===== config.mk =====
export PLATFORM = sky130hd
export DESIGN_NAME = clock_set_controller
export DESIGN_NICKNAME = d
export VERILOG_FILES = /design/src/rtl/clock_set_controller.sv
export SDC_FILE = /design/constraint.sdc
export NUM_CORES = 1
export LEC_CHECK = 0
export CAP_MARGIN = 20
export CORE_MARGIN = 10
export CORE_UTILIZATION = 59
export CTS_CLUSTER_DIAMETER = 40
export DETAILED_ROUTE_END_ITERATION = 16
export PLACE_DENSITY = 0.77
export SLEW_MARGIN = 20
export SYNTH_ARGS = -nofsm -noshare
export SYNTH_HDL_FRONTEND = slang
export SYNTH_SLANG_ARGS = --single-unit

===== constraint.sdc =====
create_clock -name clk -period 2.47 [get_ports clk]
set_input_delay 0.247 -clock clk [delete_from_list [all_inputs] [get_ports clk]]
set_output_delay 0.247 -clock clk [all_outputs]
set_load 0.02 [all_outputs]

===== src/rtl/clock_set_controller.sv =====
// Button-driven setup controller for a clock/calendar: debounces four buttons and
// sequences field selection, inc/dec pulses, blink and timeout. Optional macro: CLOCK_SET_AUTO_REPEAT_EN.
module clock_set_controller #(
    parameter int DEBOUNCE_MS     = 20,
    parameter int REPEAT_DELAY_MS = 500,
    parameter int REPEAT_RATE_MS  = 100,
    parameter int TIMEOUT_S       = 30
) (
    input  logic       clk,
    input  logic       rst,
    input  logic       tick_1ms,
    input  logic       tick_1s,
    input  logic       btn_mode,
    input  logic       btn_next,
    input  logic       btn_up,
    input  logic       btn_down,
    output logic       set_mode,
    output logic [2:0] field_sel,
    output logic       inc,
    output logic       dec,
    output logic       blink
);

    // state | meaning
    // RUN   | normal timekeeping, buttons other than mode ignored
    // SET   | setup mode, field_sel selects the field being edited
    typedef enum logic {RUN = 1'b0, SET = 1'b1} state_t;

    localparam int DB_W     = $clog2(DEBOUNCE_MS + 1);
    localparam int TO_W     = $clog2(TIMEOUT_S + 1);
    localparam int BLINK_MS = 500;
    localparam int BL_W     = $clog2(BLINK_MS);

    // Button index: 0 mode, 1 next, 2 up, 3 down
    logic [3:0]      btn_raw;
    logic [3:0]      sync1_q, sync2_q;
    logic [3:0]      deb_q, deb_d, deb_prev_q;
    logic [DB_W-1:0] db_cnt_q [4];
    logic [DB_W-1:0] db_cnt_d [4];
    logic [3:0]      press;

    state_t          state_q, state_d;
    logic [2:0]      field_q, field_d;
    logic            inc_q, inc_d, dec_q, dec_d;
    logic [TO_W-1:0] to_cnt_q, to_cnt_d;
    logic            blink_q, blink_d;
    logic [BL_W-1:0] bl_cnt_q, bl_cnt_d;
    logic            rep_up, rep_dn;
    logic            activity, timeout_hit, up_ev, dn_ev;

    assign btn_raw = {btn_down, btn_up, btn_next, btn_mode};

    always_comb begin
        deb_d = deb_q;
        for (int i = 0; i < 4; i++) begin
            db_cnt_d[i] = db_cnt_q[i];
            if (sync2_q[i] == deb_q[i]) begin
                db_cnt_d[i] = '0;
            end else if (tick_1ms) begin
                if (db_cnt_q[i] == DB_W'(DEBOUNCE_MS - 1)) begin
                    deb_d[i]    = sync2_q[i];
                    db_cnt_d[i] = '0;
                end else begin
                    db_cnt_d[i] = db_cnt_q[i] + 1'b1;
                end
            end
        end
    end

    // Edge detection only on rising debounced level, so a held button never re-fires
    assign press = deb_q & ~deb_prev_q;

`ifdef CLOCK_SET_AUTO_REPEAT_EN
    localparam int RP_MAX = (REPEAT_DELAY_MS > REPEAT_RATE_MS) ? REPEAT_DELAY_MS : REPEAT_RATE_MS;
    localparam int RP_W   = $clog2(RP_MAX + 1);

    logic [RP_W-1:0] rep_cnt_q, rep_cnt_d;
    logic            rep_hold, rep_fire;

    assign rep_hold = (state_q == SET) && (deb_q[2] ^ deb_q[3]);

    // A zero count means idle: a button already held when SET is entered never repeats
    always_comb begin
        rep_cnt_d = rep_cnt_q;
        rep_fire  = 1'b0;
        if (!rep_hold) begin
            rep_cnt_d = '0;
        end else if (press[2] || press[3]) begin
            rep_cnt_d = RP_W'(REPEAT_DELAY_MS);
        end else if (tick_1ms && (rep_cnt_q != '0)) begin
            if (rep_cnt_q == RP_W'(1)) begin
                rep_fire  = 1'b1;
                rep_cnt_d = RP_W'(REPEAT_RATE_MS);
            end else begin
                rep_cnt_d = rep_cnt_q - 1'b1;
            end
        end
    end

    always_ff @(posedge clk or posedge rst) begin
        if (rst) rep_cnt_q <= '0;
        else     rep_cnt_q <= rep_cnt_d;
    end

    assign rep_up = rep_fire & deb_q[2];
    assign rep_dn = rep_fire & deb_q[3];
`else
    assign rep_up = 1'b0;
    assign rep_dn = 1'b0;
`endif

    assign activity    = (|press) | rep_up | rep_dn;
    assign timeout_hit = tick_1s && (to_cnt_q == TO_W'(TIMEOUT_S - 1)) && !activity;
    assign up_ev       = press[2] | rep_up;
    assign dn_ev       = press[3] | rep_dn;

    always_ff @(posedge clk or posedge rst) begin
        if (rst) state_q <= RUN;
        else     state_q <= state_d;
    end

    always_comb begin
        state_d = state_q;
        field_d = field_q;
        inc_d   = 1'b0;
        dec_d   = 1'b0;
        case (state_q)
            RUN: begin
                if (press[0]) begin
                    state_d = SET;
                    field_d = 3'd0;
                end
            end
            SET: begin
                if (press[0] || timeout_hit) begin
                    state_d = RUN;
                    field_d = 3'd0;
                end else if (press[1]) begin
                    field_d = (field_q >= 3'd5) ? 3'd0 : field_q + 3'd1;
                end else begin
                    inc_d = up_ev & ~dn_ev;
                    dec_d = dn_ev & ~up_ev;
                end
            end
            default: begin
                state_d = RUN;
                field_d = 3'd0;
            end
        endcase
    end

    always_comb begin
        to_cnt_d = '0;
        bl_cnt_d = '0;
        blink_d  = 1'b0;
        if ((state_q == SET) && (state_d == SET)) begin
            if (!activity && tick_1s) to_cnt_d = to_cnt_q + 1'b1;
            else if (!activity)       to_cnt_d = to_cnt_q;
            blink_d  = blink_q;
            bl_cnt_d = bl_cnt_q;
            if (tick_1ms) begin
                if (bl_cnt_q == '0) begin
                    blink_d  = ~blink_q;
                    bl_cnt_d = BL_W'(BLINK_MS - 1);
                end else begin
                    bl_cnt_d = bl_cnt_q - 1'b1;
                end
            end
        end else if (state_d == SET) begin
            blink_d  = 1'b1;
            bl_cnt_d = BL_W'(BLINK_MS - 1);
        end
    end

    always_ff @(posedge clk or posedge rst) begin
        if (rst) begin
            sync1_q    <= '0;
            sync2_q    <= '0;
            deb_q      <= '0;
            deb_prev_q <= '0;
            for (int i = 0; i < 4; i++) db_cnt_q[i] <= '0;
            field_q    <= 3'd0;
            inc_q      <= 1'b0;
            dec_q      <= 1'b0;
            to_cnt_q   <= '0;
            blink_q    <= 1'b0;
            bl_cnt_q   <= '0;
        end else begin
            sync1_q    <= btn_raw;
            sync2_q    <= sync1_q;
            deb_q      <= deb_d;
            deb_prev_q <= deb_q;
            for (int i = 0; i < 4; i++) db_cnt_q[i] <= db_cnt_d[i];
            field_q    <= field_d;
            inc_q      <= inc_d;
            dec_q      <= dec_d;
            to_cnt_q   <= to_cnt_d;
            blink_q    <= blink_d;
            bl_cnt_q   <= bl_cnt_d;
        end
    end

    // A pending pulse is dropped if the state changes in the cycle it would appear
    always_comb begin
        set_mode  = (state_q == SET);
        field_sel = field_q;
        inc       = inc_q & set_mode & (state_d == state_q);
        dec       = dec_q & set_mode & (state_d == state_q);
        blink     = blink_q & set_mode;
    end

endmodule


Word-level counts from Yosys, hierarchy flattened --
Cells that the tools add are included.
Storage, ports and cells: register bits 57, output and inout port bits 7, logic and storage cells 113
Operators by class: muxes and demuxes 37, magnitude comparators 1, $add $sub $neg 7, bitwise operators 17, equality and inequality tests 15, reduce and logical (&&, ||, !) cells 18
Operators with widths (number):
- $mux 5 | 15
- $mux 9 | 4
- $add 5x1->5 const B | 5
- $eq 5x5->1 const B | 5
- $mux 1 | 12
- $mux 3 | 4
- $reduce_and 3->1 | 4
- $logic_not 9->1 | 1
- $sub 9x1->9 const B | 1
- $not 1->1 | 8
- $reduce_bool 2->1 | 4
- $and 1x1->1 | 7
- $ne 3x2->1 const B | 2
- $pmux 3 s2 | 1
- $eq 1x1->1 | 5
- $and 4x4->4 | 1
- $logic_and 1x1->1 | 4
- $ne 2x2->1 const B | 2
- $not 4->4 | 1
- $reduce_and 2->1 | 2
- $reduce_or 4->1 | 1
- $add 3x1->3 const B | 1
- $ge 3x3->1 const B | 1
- $ne 2x1->1 const B | 1
- 3 further kinds | 3

Depth between registers and ports, before layout --
word-level depth 11, depth in mapped cells 10

Worst setup path before layout --
No wires, ideal clock.
path type reg2reg, start register deb_q[1], end register bl_cnt_q[5], data required time 2.405 ns, slack 0.439 ns, cell stages (with the launch flop) 9, arrival time 1.966 ns, cells stage by stage dfrtp_1 nor2b_4 nor3b_4 a41o_1 o21ai_1 ha_1 a211o_4 a31oi_1 o2bb2a_2
Between the ends: cells in the longest elaborated chain, start to end 9, elaborated cells on any way between the ends 11
RTL lines:
- start: declaration | line 37 | logic [3:0] deb_q, deb_d, deb_prev_q;
- start signal: assignment | line 179 | deb_q <= '0;
- start signal: assignment | line 191 | deb_q <= deb_d;
- $and 4x4->4 (*) | line 71 | assign press = deb_q & ~deb_prev_q;
- $reduce_or 4->1 (*) | line 112 | assign activity = (|press) | rep_up | rep_dn;
- $logic_not 1->1 (*)
- $logic_and 1x1->1 (*) | line 113 | assign timeout_hit = tick_1s && (to_cnt_q == TO_W'(TIMEOUT_S - 1)) && !activity;
- $logic_or 1x1->1 (*) | line 135 | if (press[0] || timeout_hit) begin
- $mux 1 (*) | line 135
- $pmux 1 s2 (*) | line 127 | case (state_q)
- net state_d | line 42 | state_t state_q, state_d;
- $mux 9 or $logic_and 1x1->1 (tied branches) | line 169, 156
- $mux 9 or $ne 2x2->1 (tied branches)
- end signal: assignment | line 199 | bl_cnt_q <= bl_cnt_d;
- end: declaration | line 47 | logic [BL_W-1:0] bl_cnt_q, bl_cnt_d;
The timed path passes the listed nets; every way through them passes the cells marked *. A chain may end at the register's enable or synchronous reset.

Final worst setup path --
start register to_cnt_q[0], end output inc
Between the ends: cells in the longest elaborated chain, start to end 8
RTL lines:
- start: declaration | line 45 | logic [TO_W-1:0] to_cnt_q, to_cnt_d;
- start signal: assignment | line 197 | to_cnt_q <= to_cnt_d;
- $eq 5x5->1 | line 113
- $logic_and 1x1->1 (2 in series) | line 113
- $logic_or 1x1->1 | line 135
- $mux 1 | line 135
- $pmux 1 s2 | line 127
- net state_d | line 42
- $eq 1x1->1 | line 207 | inc = inc_q & set_mode & (state_d == state_q);
- $and 1x1->1 | line 207
- end: declaration | line 19 | output logic inc,
The timed path passes the listed nets, and every way through them passes these cells.

==> flow_summary.json <==
{
  "status": "complete, no violations",
  "startpoint": "to_cnt_q[0]$_DFFE_PP0P_",
  "via_count": 2011,
  "drive_gt1_share_pct": 17.3,
  "placed_area_um2": 3060,
  "grt_remaining_overflow": 0,
  "yosysMostFrequentCell": "dfrtp_1",
  "drtPass1Iterations": 4,
  "wire_per_inst_um": 14.4,
  "syn_nets": 288,
  "chipHeight_um": 88.8,
  "p_sw_mw": 1.00,
  "clockPowerShare_pct": 28.6,
  "ys_seq_elements": 57,
  "ys_top_cells_by_area": "dfrtp_1 51%, ha_1 4.9%, nand2_1 4.0%, nor2_1 3.8%, mux2_2 3.2%",
  "core_area_um2": 4470,
  "route.detailed.drc": 0,
  "vias_per_cell": 5.62,
  "worst_slew_pin_slew_ps": 699,
  "start_util_pct": 62.4,
  "multi_input_area_um2": 1290,
  "wl_um": 5150,
  "cts_setup_buffers": 0,
  "hold_start": "sync1_q[1]$_DFF_PP0_",
  "dp_hpwl_um": 3580,
  "htree_levels": 3,
  "row_count": 24,
  "netSwitchingFraction_pct": 33.6,
  "p_comb_share_pct": 30.4,
  "p_seq_share_pct": 41.0,
  "grt_max_degree": 58,
  "drtAntennaViolNets": 0,
  "finalNetCount": 320,
  "power_density_nw_per_um2": 920,
  "cts_buffers": 9,
  "gp_congestion": 0.800,
  "ys.flop_type": "dfrtp_1",
  "fmax_mhz": 435,
  "path_max_fanout": 3,
  "yosysUniqueCellTypes": 46,
  "finalSetupTns_ps": 0,
  "ir_drop_uv": 589,
  "grt_pass1_wl_um": 9290,
  "finalInstanceArea_um2": 3250,
  "ctsHoldBuffers": 0,
  "final_util_pct": 72.6,
  "fin_hold_ws_ps": 350,
  "drv_slew": 0,
  "required_ps": 2220,
  "min_path_type": "reg -> reg",
  "leakagePower_nw": 1.51,
  "synth-edff-count": 0,
  "p_int_mw": 1.98,
  "period_share_pct": 93.1,
  "dr.first_iter.drc_count": 127,
  "netlist.area_leader.share_pct": 51.1,
  "cp.arrival_ps": 2050,
  "hold_viol": 0,
  "setup_viol": 0,
  "fillCellCount": 327,
  "synth_area_um2": 2790,
  "finClkSkew_ps": 5.75,
  "first_global_vias": 2084,
  "slew-limit-headroom_pct": 53.4,
  "cp-end-kind": "primary output",
  "worst-setup-path-type": "reg -> out",
  "cts_tree": "built",
  "ctsResizeCount": 6,
  "r2r-start": "to_cnt_q[0]$_DFFE_PP0P_",
  "n_antenna_cell": 0,
  "dieWidth_um": 88.8,
  "root_buffer": "clkbuf_8",
  "clockBufferDepth": 2,
  "seq_area_um2": 1430,
  "die_area_um2": 7890,
  "synthCells": 269,
  "drv_cap": 0,
  "grt_usage_pct": 15.0,
  "synthToLayoutAreaGrowth_pct": 16.3,
  "clock_latency_ps": 320,
  "finalCriticalPeriod_ps": 2300,
  "power_mw": 2.99,
  "io_pins": 15,
  "yosysWarnings": 0,
  "yosysSeqAreaShare_pct": 51.1,
  "cts.clk_slew.worst_paths_ps": 60,
  "io_buffers": 14,
  "clock-sinks": 57,
  "netlist_top_cells_count": "57 x dfrtp_1, 30 x nand2_1, 28 x nor2_1",
  "antenna_found_initial": 0,
  "synth_top_cell_by_area": "dfrtp_1",
  "syn_avg_cell_area_um2": 10.4,
  "start_kind": "register",
  "ys_async_sr_fraction_pct": 100
}
-- through the flow --
| step | instances | setup WS, ps |
|---|---|---|
| floorplan | 269 | 439 |
| global placement | 342 | 57.6 |
| global route | 358 | -1.55 |
| CTS | 358 | 10.6 |
| finish | 358 | 170 |
| detailed placement | 342 | 23.0 |
-- per-layer routing --
layer / part of all wire (%) / routed length (µm) / GRT usage [%] / vias to the layer above
li1: - / - / - / 1009
met1: 46 / 2350 / 18.6 / 968
met2: 50 / 2580 / 23.6 / 32
met3: 3.9 / 199 / 4.78 / 2
met4: 0.45 / 23 / 6.17 / 0
met5: 0 / 0 / 0 / -
-- registers in the layout, indices dropped and copies added (netlist names) --
signal	count
field_sel	3
dec_q	1
sync1_q	4
db_cnt_q	20
deb_q	4
set_mode	1
blink_q	1
bl_cnt_q	9
inc_q	1
deb_prev_q	4
to_cnt_q	5
sync2_q	4
-- kinds of logic (layout without fill, tap and decap cells) --
group | after synthesis | count (layout) | synth area share, %
AOI/OAI and AO/OA | 44 | 44 | 10.7
xor gates and xnor gates | 16 | 16 | 5.02
DFF | 57 | 57 | 51.1
adders and majority gates | 11 | 11 | 4.93
and+or+nand+nor | 111 | 111 | 20.7
muxes | 12 | 12 | 4.66
buffers and inverters | 18 | 55 | 3.00
-- power groups by stage --
stage / Clock [mW] / Sequential (mW) / Combinational [mW]
floorplan: 0 / 1.24 / 0.610
global placement: 0 / 1.23 / 0.881
detailed placement: 0 / 1.24 / 0.905
CTS: 0.868 / 1.22 / 0.910
finish: 0.854 / 1.22 / 0.909
global route: 0.925 / 1.25 / 1.04
-- path summary, 6_finish.rpt --
kind                                                  to  slack [ps]  depth (start not counted)
worst min-delay path                sync2_q[1]$_DFF_PP0_         350                          0
min in group asynchronous       field_sel[0]$_DFFE_PP0P_         400                          3
worst min register to register      sync2_q[1]$_DFF_PP0_         350                          0
worst max-delay path                                 inc         170                          7
max in group asynchronous        db_cnt_q[2]$_DFFE_PP0P_        1570                          3
worst max register to register   bl_cnt_q[5]$_DFFE_PP0P_         210                          9
-- layout by cell type, fill, tap and decap left out, types with 3 or more instances in the layout --
| master | instances |
|---|---|
| clkbuf_8 | 10 |
| o21ai_1 | 3 |
| nand4_1 | 9 |
| nand2_1 | 30 |
| mux2_2 | 8 |
| a31oi_1 | 3 |
| a21oi_1 | 16 |
| nand3_1 | 6 |
| buf_4 | 13 |
| mux2i_1 | 4 |
| ha_1 | 11 |
| a22oi_1 | 3 |
| nor2b_1 | 5 |
| xnor2_1 | 6 |
| nor2_1 | 28 |
| dfrtp_1 | 57 |
| o21ai_0 | 7 |
| clkdlybuf4s50_1 | 12 |
| nor3_1 | 17 |
| inv_1 | 10 |
| xor2_1 | 10 |
-- area by class of cell --
class                   instances  area share [%]
inverters                      12            1.39
clock buffers                  11            4.35
flip-flops and latches         57            43.9
repair buffers                 27            7.01
well taps                      52            2.00
multi-input cells             194            39.6
clock inverters                 5            1.70
-- worst max-delay path: stages, from the launching register on --
cell and delay, ps:
dfrtp_1 390, ha_1 200, and3_4 180, a41o_1 260, o21ai_2 80, ha_1 250
and3b_1 210, buf_2 160
Note: power is estimated with default switching activity, not from simulation.
